## src/rtl/can_tx_scheduler_pkg.sv

```systemverilog
// ---------------------------------------------------------------------------
// can_sched_pkg
// Shared types and default constants for the CAN transmit scheduler.
//   schedState_t  : scheduler FSM state encoding
//   DEF_*         : default parameter values used by the scheduler modules
//   idxWidth()    : index width helper that never returns zero
// ---------------------------------------------------------------------------
package can_sched_pkg;

   localparam int DEF_NUM_REQ   = 4;
   localparam int DEF_ID_W      = 11;
   localparam int DEF_MAX_RETRY = 8;
   localparam int DEF_TIMEOUT   = 4096;

   typedef enum logic [1:0] {
      IDLE    = 2'd0,
      START   = 2'd1,
      ACTIVE  = 2'd2,
      BACKOFF = 2'd3
   } schedState_t;

   // A one-entry vector still needs a one-bit index.
   function automatic int idxWidth(input int n);
      return (n > 1) ? $clog2(n) : 1;
   endfunction

endpackage

```

## src/rtl/can_tx_scheduler_arbiter.sv

```systemverilog
// ---------------------------------------------------------------------------
// can_id_arbiter
// Combinational lowest-identifier selector across the transmit mailboxes.
//   valid    in  NUM_REQ       requesters taking part in this arbitration
//   idVec    in  NUM_REQ*ID_W  packed identifiers, requester i at [i*ID_W +: ID_W]
//   anyValid out 1             at least one requester is valid
//   winIdx   out IDX_W         index of the winner (0 when none valid)
//   winId    out ID_W          identifier of the winner (0 when none valid)
// A lower CAN identifier is a higher bus priority. Ties go to the lowest index
// because the scan runs upward and only a strictly smaller ID replaces the
// current winner.
// ---------------------------------------------------------------------------
module can_id_arbiter
   import can_sched_pkg::*;
#(
   parameter int NUM_REQ = DEF_NUM_REQ,
   parameter int ID_W    = DEF_ID_W,
   parameter int IDX_W   = idxWidth(NUM_REQ)
) (
   input  logic [NUM_REQ-1:0]      valid,
   input  logic [NUM_REQ*ID_W-1:0] idVec,
   output logic                    anyValid,
   output logic [IDX_W-1:0]        winIdx,
   output logic [ID_W-1:0]         winId
);

   always_comb begin
      anyValid = 1'b0;
      winIdx   = '0;
      winId    = '0;
      for (int i = 0; i < NUM_REQ; i++) begin
         if (valid[i] && (!anyValid || (idVec[i*ID_W +: ID_W] < winId))) begin
            anyValid = 1'b1;
            winIdx   = IDX_W'(i);
            winId    = idVec[i*ID_W +: ID_W];
         end
      end
   end

endmodule

```

## src/rtl/can_tx_scheduler.sv

```systemverilog
// ---------------------------------------------------------------------------
// can_tx_scheduler
// Picks the highest-priority (lowest-ID) pending mailbox when the bus is idle,
// hands it to the CAN tx engine and reports the outcome back to the mailbox.
//
// Ports
//   clk, resetN        clock (posedge) and synchronous active-low reset
//   interframePeriod   bus idle / interframe window open
//   reqValid[NUM_REQ]  per-mailbox pending request
//   reqId[NUM_REQ*ID_W] per-mailbox identifier
//   txDone/txArbLost/txError  tx engine outcome pulses
//   txStart            1-cycle pulse: start frame for txId
//   txId, grantIdx     granted identifier and mailbox index
//   reqDone, reqFail   1-cycle outcome pulses on the granted mailbox bit
//   busy               high while a frame is being started or is in flight
//   stateDbg           current FSM state (schedState_t encoding)
//
// Handshake: a mailbox raises reqValid with a stable reqId and holds it until
// it sees its bit of reqDone or reqFail; dropping it while granted does not
// abort the frame. The tx engine answers a txStart with exactly one of
// txDone/txArbLost/txError (priority done > error > arbLost if several
// coincide); answers outside ACTIVE are ignored. reqDone/reqFail appear the
// cycle after the deciding answer, during BACKOFF.
// ---------------------------------------------------------------------------
module can_tx_scheduler
   import can_sched_pkg::*;
#(
   parameter int NUM_REQ   = DEF_NUM_REQ,
   parameter int ID_W      = DEF_ID_W,
   parameter int MAX_RETRY = DEF_MAX_RETRY,
   parameter int TIMEOUT   = DEF_TIMEOUT,
   parameter int IDX_W     = idxWidth(NUM_REQ)
) (
   input  logic                    clk,
   input  logic                    resetN,
   input  logic                    interframePeriod,
   input  logic [NUM_REQ-1:0]      reqValid,
   input  logic [NUM_REQ*ID_W-1:0] reqId,
   input  logic                    txDone,
   input  logic                    txArbLost,
   input  logic                    txError,
   output logic                    txStart,
   output logic [ID_W-1:0]         txId,
   output logic [IDX_W-1:0]        grantIdx,
   output logic [NUM_REQ-1:0]      reqDone,
   output logic [NUM_REQ-1:0]      reqFail,
   output logic                    busy,
   output logic [1:0]              stateDbg
);

   localparam int RC_W = $clog2(MAX_RETRY + 1);
   localparam int TO_W = idxWidth(TIMEOUT);

   schedState_t       state, stateNext;
   logic [RC_W-1:0]   retryCnt [NUM_REQ];
   logic [TO_W-1:0]   timeoutCnt;
   logic              maskActive;

   logic [NUM_REQ-1:0] grantOneHot;
   logic [NUM_REQ-1:0] validMasked;
   logic               anyValid;
   logic [IDX_W-1:0]   winIdx;
   logic [ID_W-1:0]    winId;

   logic [RC_W-1:0]    retryCur;
   logic [RC_W-1:0]    retryInc;
   logic               launch;
   logic               doneEvt;
   logic               errEvt;
   logic               arbEvt;
   logic               errExhaust;
   logic               timeoutHit;

   assign grantOneHot = NUM_REQ'(1) << grantIdx;

   // maskActive is high during the IDLE cycle right after BACKOFF, so the
   // mailbox that just finished cannot win again before it has had a cycle
   // to drop or replace its request. grantIdx still names that mailbox.
   assign validMasked = maskActive ? (reqValid & ~grantOneHot) : reqValid;

   can_id_arbiter #(
      .NUM_REQ (NUM_REQ),
      .ID_W    (ID_W),
      .IDX_W   (IDX_W)
   ) u_arbiter (
      .valid    (validMasked),
      .idVec    (reqId),
      .anyValid (anyValid),
      .winIdx   (winIdx),
      .winId    (winId)
   );

   // Next-state and event decode.
   always_comb begin
      retryCur   = retryCnt[grantIdx];
      retryInc   = (retryCur == RC_W'(MAX_RETRY)) ? retryCur : retryCur + RC_W'(1);
      launch     = (state == IDLE) && interframePeriod && anyValid;
      doneEvt    = (state == ACTIVE) && txDone;
      errEvt     = (state == ACTIVE) && !txDone && txError;
      arbEvt     = (state == ACTIVE) && !txDone && !txError && txArbLost;
      timeoutHit = (state == ACTIVE) && !txDone && !txError && !txArbLost &&
                   (timeoutCnt == TO_W'(TIMEOUT - 1));
      errExhaust = errEvt && (retryInc == RC_W'(MAX_RETRY));

      stateNext = state;
      case (state)
         IDLE:    if (launch) stateNext = START;
         START:   stateNext = ACTIVE;
         ACTIVE: begin
            if (doneEvt || errExhaust || timeoutHit) stateNext = BACKOFF;
            else if (errEvt || arbEvt)               stateNext = IDLE;
         end
         BACKOFF: stateNext = IDLE;
         default: stateNext = IDLE;
      endcase
   end

   always_ff @(posedge clk) begin
      if (!resetN) begin
         state      <= IDLE;
         txId       <= '0;
         grantIdx   <= '0;
         timeoutCnt <= '0;
         maskActive <= 1'b0;
         reqDone    <= '0;
         reqFail    <= '0;
         for (int i = 0; i < NUM_REQ; i++) retryCnt[i] <= '0;
      end else begin
         state      <= stateNext;
         maskActive <= (state == BACKOFF);
         reqDone    <= doneEvt ? grantOneHot : '0;
         reqFail    <= (errExhaust || timeoutHit) ? grantOneHot : '0;

         if (launch) begin
            grantIdx <= winIdx;
            txId     <= winId;
         end

         if (state == START)       timeoutCnt <= '0;
         else if (state == ACTIVE) timeoutCnt <= timeoutCnt + TO_W'(1);

         for (int i = 0; i < NUM_REQ; i++) begin
            if ((state == IDLE) && !reqValid[i]) begin
               retryCnt[i] <= '0;
            end else if (IDX_W'(i) == grantIdx) begin
               if (doneEvt || errExhaust || timeoutHit) retryCnt[i] <= '0;
               else if (errEvt)                         retryCnt[i] <= retryInc;
            end
         end
      end
   end

   always_comb begin
      txStart  = (state == START);
      busy     = (state == START) || (state == ACTIVE);
      stateDbg = state;
   end

endmodule

```

## config.mk

```make
export PLATFORM = sky130hd
export DESIGN_NAME = can_tx_scheduler
export DESIGN_NICKNAME = d
export VERILOG_FILES = /design/src/rtl/can_tx_scheduler_pkg.sv /design/src/rtl/can_tx_scheduler_arbiter.sv /design/src/rtl/can_tx_scheduler.sv
export SDC_FILE = /design/constraint.sdc
export NUM_CORES = 1
export LEC_CHECK = 0
export ABC_CLOCK_PERIOD_IN_PS = 7900
export CAP_MARGIN = 20
export CORE_ASPECT_RATIO = 0.5
export CORE_MARGIN = 4
export CORE_UTILIZATION = 44
export CTS_CLUSTER_DIAMETER = 150
export CTS_CLUSTER_SIZE = 25
export DETAILED_ROUTE_END_ITERATION = 10
export PLACE_DENSITY_LB_ADDON = 0.12
export SLEW_MARGIN = 20
export SYNTH_ARGS = -nofsm -noshare
export SYNTH_HDL_FRONTEND = slang
export SYNTH_SLANG_ARGS = --single-unit
```

## constraint.sdc

```tcl
create_clock -name clk -period 7.9 [get_ports clk]
set_clock_uncertainty 0.2 [all_clocks]
set_input_delay 0.79 -clock clk [delete_from_list [all_inputs] [get_ports clk]]
set_output_delay 0.79 -clock clk [all_outputs]
set_load 0.05 [all_outputs]
```

==> impl_metrics.ini, run 1 <==
[synth]
synthTopCellsByArea = dfxtp_1, edfxtp_1, ha_1
synth_cell_types = 50
synthFlopType = dfxtp_1
ys_seq_area_frac = 0.336
syn-num-nets = 511
avgSynthCellArea_um2 = 8.80
synth_top_area_frac = 0.206
synth_common_cells = nor2_1, nand2_1, dfxtp_1, ha_1, inv_1
synth_area_leader_cell = dfxtp_1
synth_most_common_cell = nor2_1
synth-seq-cells = 54
syn_inst = 419
postSynth.asyncResetShare = 0
syn_area_um2 = 3690
synth_edf_count = 16
ys_warn_count = 0

[floorplan]
die_area_um2 = 10000
row_count = 23
core_area_um2 = 8090
die-height_um = 72.7
initial_utilization = 0.456
die_x_um = 137
ioPinCount = 79

[drt]
drtIter0Drc = 195
drcViolationCount = 0
drt-total-wl_mm = 9.02
viasPerCell = 5.30
drt_first_pass_iters = 4
wl_per_cell_um = 14.8
vias = 3223
ant_nets = 0

[clocking]
cts_sinks = 54
clockRootBuffer = clkbuf_16
insertion_delay_ns = 0.29
clk_path_buf_depth = 2
holdBufCountCts = 0
path_clk_slew_ns = 0.07
cts_tree = done
cts-resized-gates = 0
numCtsBuffers = 5
post_cts_buffers = 0
htree_levels = 2

[sta]
hold_viol_final = 0
period_minus_slack_ns = 7.48
fmax_mhz = 134
setup-violations-final = 0
rsz0062_at_grt = false
worst_pin_slew_ns = 1.10
max_slew_margin = 0.260
tns_ns = 0
slew_violations = 0
period_share = 0.947

[finish]
final_nets = 587
n_antenna_cell = 0
area_delta_synth_final_pct = 29.3
drive_above_1_share = 0.0565
fin_cells = 608

[worst_setup_path]
path_max_fanout = 14
cp.required_ns = 7.88
cp.arrival_ns = 7.47
slowest_delay_ns = 0.52
worst-setup-path-type = input pin to register
cp-end-kind = register
cp_slowest_cell = clkdlybuf4s50_1
worst_path_most_repeated_cell = a21oi_1
critPathLaunchType = input pin

[power]
irDropWorstVdd_mv = 0.113
powerDensity_nw_per_um2 = 227
p_leak_nw = 1.90

[global_route]
track_usage = 0.180
grt_start_max_net_pins = 23
antenna_found_initial = 0
grt_pass1_wl_mm = 14.5
first_global_vias = 3088
grt_overflow = 0

[placement]
place_inst = 599
place_congestion = 0.876
port_buffers = 78
dp_hpwl_mm = 7.00

[outcome]
status = finished, final reports clean

[hold_path]
min_path_type = register to register

[flow_run]
cap_violations = 0
final cells by class:
type,count,area [um^2]
Multi-Input combinational cell,322,2300
Clock inverter,2,13.8
Fill cell,745,3320
Sequential cell,54,1240
Timing Repair Buffer,83,831
Tap cell,112,140
Clock buffer,6,129
Inverter,29,113
placed cells by master (no fill, tap or decap), types with 12 or more instances in the layout:
cell              n
clkdlybuf4s50_1  78
nor2_1           60
nand2_1          39
ha_1             38
dfxtp_1          38
inv_1            28
mux2i_1          23
a21oi_1          17
edfxtp_1         16
o21ai_0          12
path summary, 6_finish.rpt:
path	start	to	slack (ns)	cells after the start
setup reg to reg	grantIdx[0]$_SDFFE_PN0P_	txId[4]$_SDFFE_PN0P_	0.69	31
hold reg to reg	txId[0]$_SDFFE_PN0P_	txId[0]$_SDFFE_PN0P_	0.28	2
setup / recovery	reqValid[0]	txId[4]$_SDFFE_PN0P_	0.42	31
hold / removal	txId[0]$_SDFFE_PN0P_	txId[0]$_SDFFE_PN0P_	0.28	2
metrics by stage:
stage	worst slack [ns]	utilization	total power, mW	hold WS [ns]	cell area, um^2
floorplan	0.749	-	0.713	0.254	3690
global placement	0.261	0.568	0.863	0.246	4590
detailed placement	0.102	0.568	0.864	0.262	4590
CTS	0.364	0.585	1.08	0.276	4730
global route	0.0291	0.590	1.15	0.306	4770
finish	0.418	0.590	1.08	0.280	4770
per-layer routing:
| metal | global-route usage | wire, um | part of all wire |
|---|---|---|---|
| met3 | 0.0351 | 381 | 0.042 |
| met1 | 0.251 | 4390 | 0.49 |
| met4 | 0.0442 | 132 | 0.015 |
| met5 | 0 | 0 | 0 |
| met2 | 0.290 | 4110 | 0.46 |
logic make-up after synthesis:
group                      Yosys count  synth area share
DFF                                 54             0.336
buffers and inverters               44            0.0482
and+or+nand+nor                    165             0.217
AOI/OAI and AO/OA                   81             0.157
xor gates and xnor gates            10            0.0258
adders and majority gates           38             0.129
muxes                               27            0.0868
registers in the layout, indices dropped and copies added (netlist names), named ones only:
signal / flops
stateDbg: 2
reqFail: 4
retryCnt: 16
maskActive: 1
txId: 11
reqDone: 4
grantIdx: 2
timeoutCnt: 12
power breakdown:
group          internal [mW]  total, mW  leakage, nW  switching [mW]
Clock                  0.118      0.220       0.0712           0.101
Sequential             0.331      0.366        0.483          0.0355
Combinational          0.194      0.498         1.35           0.304
worst max-delay path, delay by kind of cell:
family	cells	cell delay [ns]
and+or+nand+nor	3	0.52
buffers and inverters	5	1.17
muxes	2	0.55
adders and majority gates	3	0.90
AOI/OAI and AO/OA	18	3.50
Power figures use the tool's default switching activity.
==> run 2, diff against run 1 <==
Settings changed: ABC_AREA set to 1, MAX_ROUTING_LAYER set to met4.
==> run 2 against run 1 <==
Worst setup slack better by 0.93 ns. Clock power is 2% lower. Combinational power rose by 7.4%. Hold slack lost 0.012 ns. Wire length decreased by 3.9%. Register-to-register slack gained 1.1 ns. Synthesized cell count grew 19%. Critical path depth increased by 5. Core utilization decreased by 0.94 points. Critical endpoint is now txId[8]$_SDFFE_PN0P_. Largest cell class unchanged. Largest power group unchanged.
==> impl_metrics.ini, run 2 <==
[worst_setup_path]
critPathCapture = txId[8]$_SDFFE_PN0P_
crit_path_start = reqValid[0]
path_max_fanout = 23
cp-end-kind = register
worst_path_most_repeated_cell = nand2_1
worst-setup-path-type = input pin to register
critPathLaunchType = input pin
ff2ff_setup_slack_ns = 1.74
cp.arrival_ns = 6.57
slowest_delay_ns = 0.46
cp.buffers_inverters = 5
cp_slowest_cell = clkdlybuf4s50_1
r2r-end = txId[8]$_SDFFE_PN0P_
r2r-start = grantIdx[1]$_SDFFE_PN0P_
cp_top_family = compound AO/OA/AOI/OAI gates
r2r_cells = 35
cp.depth = 36
cp.required_ns = 7.92

[sta]
slew_violations = 0
tns_ns = 0
max_slew_margin = 0.545
hold_viol_final = 0
fmax_mhz = 153
worst_pin_slew_ns = 0.675
period_share = 0.829
timing.hold.ws_ns = 0.268
setup-violations-final = 0
rsz0062_at_grt = false
period_minus_slack_ns = 6.55

[finish]
drive_above_1_share = 0.0803
largest_reg_flops = 16
area_delta_synth_final_pct = 27.9
layout_common_cells = nand2_1, clkdlybuf4s50_1, inv_1, nor2_1
final_nets = 664
top_regs = retryCnt: 16 flops, timeoutCnt: 12 flops, txId: 11 flops
n_antenna_cell = 0
finish.utilization = 0.580
regMostFlops = retryCnt
final_common_cell = nand2_1
fin_cells = 685
nFillCells = 776
ff_latch_area_um2 = 1240
multi_input_area_um2 = 2090

[global_route]
use_met3 = 0.0381
first_global_vias = 3391
grt_start_max_net_pins = 24
met1_usage = 0.251
grt_overflow = 0
busiest_layer = met2
antenna_found_initial = 0
grt_use_met2 = 0.326
track_usage = 0.195
grt_pass1_wl_mm = 15.2

[drt]
drt-total-wl_mm = 8.66
drt_first_pass_iters = 4
viasPerCell = 4.91
vias = 3365
wl_per_cell_um = 12.6
drcViolationCount = 0
drtIter0Drc = 167
ant_nets = 0

[power]
irDropWorstVdd_mv = 0.130
p_leak_nw = 1.96
powerDensity_nw_per_um2 = 239

[synth]
synth_top_area_frac = 0.210
postSynth.asyncResetShare = 0
syn_inst = 498
syn_area_um2 = 3630
synth_most_common_cell = nand2_1
ys_warn_count = 0
synth_edf_count = 16
ys_seq_area_frac = 0.342
synth_area_leader_cell = dfxtp_1
synth_common_cells = nand2_1, inv_1, nor2_1
avgSynthCellArea_um2 = 7.29
syn-num-nets = 590
synthFlopType = dfxtp_1
synthTopCellsByArea = dfxtp_1, edfxtp_1, ha_1
synth-seq-cells = 54
synth_cell_types = 33

[clocking]
holdBufCountCts = 0
path_clk_slew_ns = 0.06
cts-resized-gates = 0
clk_path_buf_depth = 2
cts_sinks = 54
insertion_delay_ns = 0.29
cts_tree = done
clockRootBuffer = clkbuf_16
numCtsBuffers = 5
post_cts_buffers = 0
htree_levels = 2

[placement]
dp_hpwl_mm = 7.13
place_congestion = 0.943
port_buffers = 78
place_inst = 677

[floorplan]
initial_utilization = 0.454
die_x_um = 136
core_area_um2 = 8000
ioPinCount = 79
die_area_um2 = 9860
die-height_um = 72.2
row_count = 23

[flow_run]
cap_violations = 0

[hold_path]
min_path_type = register to register

[outcome]
status = finished, final reports clean
run 2: changes by cell type after synthesis, moves of 10 or more:
| cell | delta |
|---|---|
| a21boi_0 | -11 |
| a21oi_1 | +12 |
| inv_1 | +28 |
| mux2i_1 | -23 |
| nand2_1 | +74 |
| nand2_2 | +12 |
| nand3_1 | +21 |
| nor3b_1 | -10 |
| o21ai_0 | +21 |
| o31a_1 | -10 |
run 2: cell families (layout without fill, tap and decap cells):
family	Yosys count	in the layout	synth area share
simple gates	239	239	0.292
buf+inv	74	149	0.0813
xor+xnor	5	5	0.0121
compound gates	88	88	0.142
flops	54	54	0.342
fa+ha+maj	38	38	0.131
run 2: routing by layer:
| layer | routed length [um] | up-vias |
|---|---|---|
| li1 | - | 1800 |
| met3 | 372 | 7 |
| met1 | 4230 | 1497 |
| met2 | 3990 | 61 |
| met5 | 0 | - |
| met4 | 74 | 0 |
run 2: metrics by stage:
step	instance area, um^2	setup slack, ns	power (mW)
after floorplan	3630	2.11	0.746
after detailed placement	4500	1.07	0.904
after global placement	4500	1.24	0.900
final	4640	1.35	1.11
after global routing	4640	0.370	1.20
after CTS	4640	1.34	1.12
run 2: how the worst min path moves through the flow:
stage	startpoint	to	slack, ns	cells past startpoint
6_report	txId[4]$_SDFFE_PN0P_	txId[4]$_SDFFE_PN0P_	0.27	2
5_1_grt	txId[5]$_SDFFE_PN0P_	txId[5]$_SDFFE_PN0P_	0.30	2
4_1_cts	txId[4]$_SDFFE_PN0P_	txId[4]$_SDFFE_PN0P_	0.27	2
3_5_place_dp	txId[3]$_SDFFE_PN0P_	txId[3]$_SDFFE_PN0P_	0.27	2
3_3_place_gp	txId[4]$_SDFFE_PN0P_	txId[4]$_SDFFE_PN0P_	0.26	2
2_1_floorplan	timeoutCnt[6]$_SDFFE_PP0N_	timeoutCnt[6]$_SDFFE_PP0N_	0.25	2
run 2: area by class of cell:
| type | instances | share of cell area |
|---|---|---|
| clock buffers | 6 | 0.0278 |
| repair buffers | 80 | 0.171 |
| flip-flops and latches | 54 | 0.267 |
| multi-input cells | 370 | 0.451 |
| inverters | 61 | 0.0493 |
| clock inverters | 2 | 0.00296 |
| well taps | 112 | 0.0302 |
run 2: where the power goes:
part	leakage [nW]	internal, mW	switching (mW)
registers	0.482	0.330	0.0295
logic	1.40	0.182	0.353
clock network	0.0712	0.118	0.0963
run 2: worst register-to-register path, delay by kind of cell, from the launching register on:
kind / cells / cell delay, ns
AOI/OAI and AO/OA: 10 / 2.06
adders and majority gates: 3 / 0.91
buffers and inverters: 3 / 0.29
DFF: 1 / 0.47
and+or+nand+nor: 19 / 2.15
==> run 3, diff against run 2 <==
Settings changed: ABC_CLOCK_PERIOD_IN_PS 7900 to 5500.
Clock period 7.9 ns to 5.5 ns, I/O delays scaled along.
==> run 3 against run 2 <==
Global-route usage grew 1.4 points. Largest power group unchanged. Flip-flop and latch count is the same. Highest routed layer unchanged. Final cell count grew 7.9%. Wire length grew 22%.
==> impl_metrics.ini, run 3 (synthesis results as in run 2) <==
[outcome]
status = finished, final reports clean

[worst_setup_path]
cp.depth = 33
r2r-end = txId[6]$_SDFFE_PN0P_
r2r_cells = 33
cp.buffers_inverters = 3
cp_slowest_cell = ha_1
worst-setup-path-type = register to register
cp-end-kind = register
r2r-start = grantIdx[1]$_SDFFE_PN0P_
cp_top_family = simple AND/OR/NAND/NOR gates
crit_path_start = grantIdx[1]$_SDFFE_PN0P_
cp.required_ns = 5.45
path_max_fanout = 8
ff2ff_setup_slack_ns = 0.20
worst_path_most_repeated_cell = nand2_1
critPathLaunchType = register
slowest_delay_ns = 0.33
cp.arrival_ns = 5.25

[power]
p_leak_nw = 2.31
power.internal_mw = 1.05
irDropWorstVdd_mv = 0.203
pwr-share-seq = 0.280
pwr-share-comb = 0.520
powerDensity_nw_per_um2 = 334
p_sw_mw = 0.772
swShare = 0.424
power_frac_clock = 0.200

[finish]
fin_cells = 739
top_regs = retryCnt: 16 flops, timeoutCnt: 12 flops, txId: 11 flops
n_antenna_cell = 0
layout_common_cells = nand2_1, clkdlybuf4s50_1, nor2_1, inv_1, buf_4
final_common_cell = nand2_1
finish.utilization = 0.682
largest_reg_flops = 16
area_delta_synth_final_pct = 50.3
regMostFlops = retryCnt
drive_above_1_share = 0.241
final_nets = 718
nFillCells = 703

[global_route]
grt_overflow = 0
track_usage = 0.209
grt_pass1_wl_mm = 16.3
first_global_vias = 3596
grt_start_max_net_pins = 18
antenna_found_initial = 0

[clocking]
cts_tree = done
numCtsBuffers = 5
htree_levels = 2
clk_path_buf_depth = 2
clockRootBuffer = clkbuf_16
path_clk_slew_ns = 0.07
insertion_delay_ns = 0.29
cts_sinks = 54

[floorplan]
core_area_um2 = 8000
die-height_um = 72.2
die_area_um2 = 9860
initial_utilization = 0.454
ioPinCount = 79
row_count = 23
die_x_um = 136

[sta]
max_slew_margin = 0.479
hold_viol_final = 0
fmax_mhz = 189
period_share = 0.964
tns_ns = 0
setup-violations-final = 0
worst_pin_slew_ns = 0.780
period_minus_slack_ns = 5.30
slew_violations = 0

[drt]
drt-total-wl_mm = 10.5
viasPerCell = 5.12
vias = 3781
drtIter0Drc = 190
ant_nets = 0
drcViolationCount = 0
wl_per_cell_um = 14.3
drt_first_pass_iters = 5

[placement]
port_buffers = 78
place_inst = 719
dp_hpwl_mm = 7.46
place_congestion = 0.890

[hold_path]
min_path_type = register to register
holdPathStages = 2
min_to = txId[2]$_SDFFE_PN0P_
min_from = txId[2]$_SDFFE_PN0P_

[flow_run]
cap_violations = 0
-- run 3: cell count changes in the layout (fill, tap and decap cells not counted), moves of 8 or more --
cell	before	now
buf_4	2	46
ha_1	38	27
ha_4	0	10
nand2_1	113	103
nand2_4	0	8
nand3_1	29	20
nand3_2	9	18
o21ai_0	33	21
o21ai_2	0	8
-- run 3: area by class of cell --
type	instances	area, um^2	area share
Tap cell	112	140	0.0257
Timing Repair Buffer	132	1230	0.226
Clock inverter	3	42.5	0.00779
Clock buffer	5	125	0.0229
Multi-Input combinational cell	372	2450	0.448
Inverter	61	229	0.0420
Sequential cell	54	1240	0.228
-- run 3: worst min-delay path, stage by stage (launching register included) --
cell and delay (ns):
dfxtp_1 0.32, nand2_1 0.06, a21oi_1 0.05
-- run 3: power groups by stage --
stage | Combinational (mW) | Sequential (mW) | Clock [mW]
after global routing | 1.04 | 0.517 | 0.384
after global placement | 0.835 | 0.519 | 0
after CTS | 0.871 | 0.511 | 0.368
after detailed placement | 0.845 | 0.520 | 0
final | 0.949 | 0.511 | 0.364
after floorplan | 0.458 | 0.615 | 0
-- run 3: what timing repair did --
item                                   in CTS  in global routing
setup endpoints to repair                  15                 15
hold buffers                                0                  0
gates resized for setup                    26                 61
buffers inserted                            4                  4
pin swaps                                   5                 32
cloned                                      1                  3
endpoints found under the hold margin       0                  0
-- run 3: how the worst max path moves through the flow --
stage                     slack, ns                   end
final                          0.20  txId[6]$_SDFFE_PN0P_
after global routing          -0.15  txId[4]$_SDFFE_PN0P_
after CTS                     0.004  txId[4]$_SDFFE_PN0P_
after detailed placement      -0.63  txId[4]$_SDFFE_PN0P_
after global placement        -0.50  txId[4]$_SDFFE_PN0P_
after floorplan                0.04  txId[7]$_SDFFE_PN0P_
-- run 3: per-layer routing --
metal	GRT usage	wire length (um)	vias up
met5	-	0	-
met4	0.0369	78	0
met3	0.0381	370	6
met2	0.349	5290	64
met1	0.270	4800	1801
li1	-	-	1910
-- run 3: through the flow --
step	hold WS, ns	instance area, um^2	power, mW	worst slack, ns
2_1_floorplan	0.252	3630	1.07	0.0352
3_3_place_gp	0.257	4830	1.35	-0.503
3_5_place_dp	0.263	4830	1.36	-0.631
4_1_cts	0.274	5090	1.75	0.00359
5_1_grt	0.293	5460	1.95	-0.155
6_report	0.274	5460	1.82	0.200
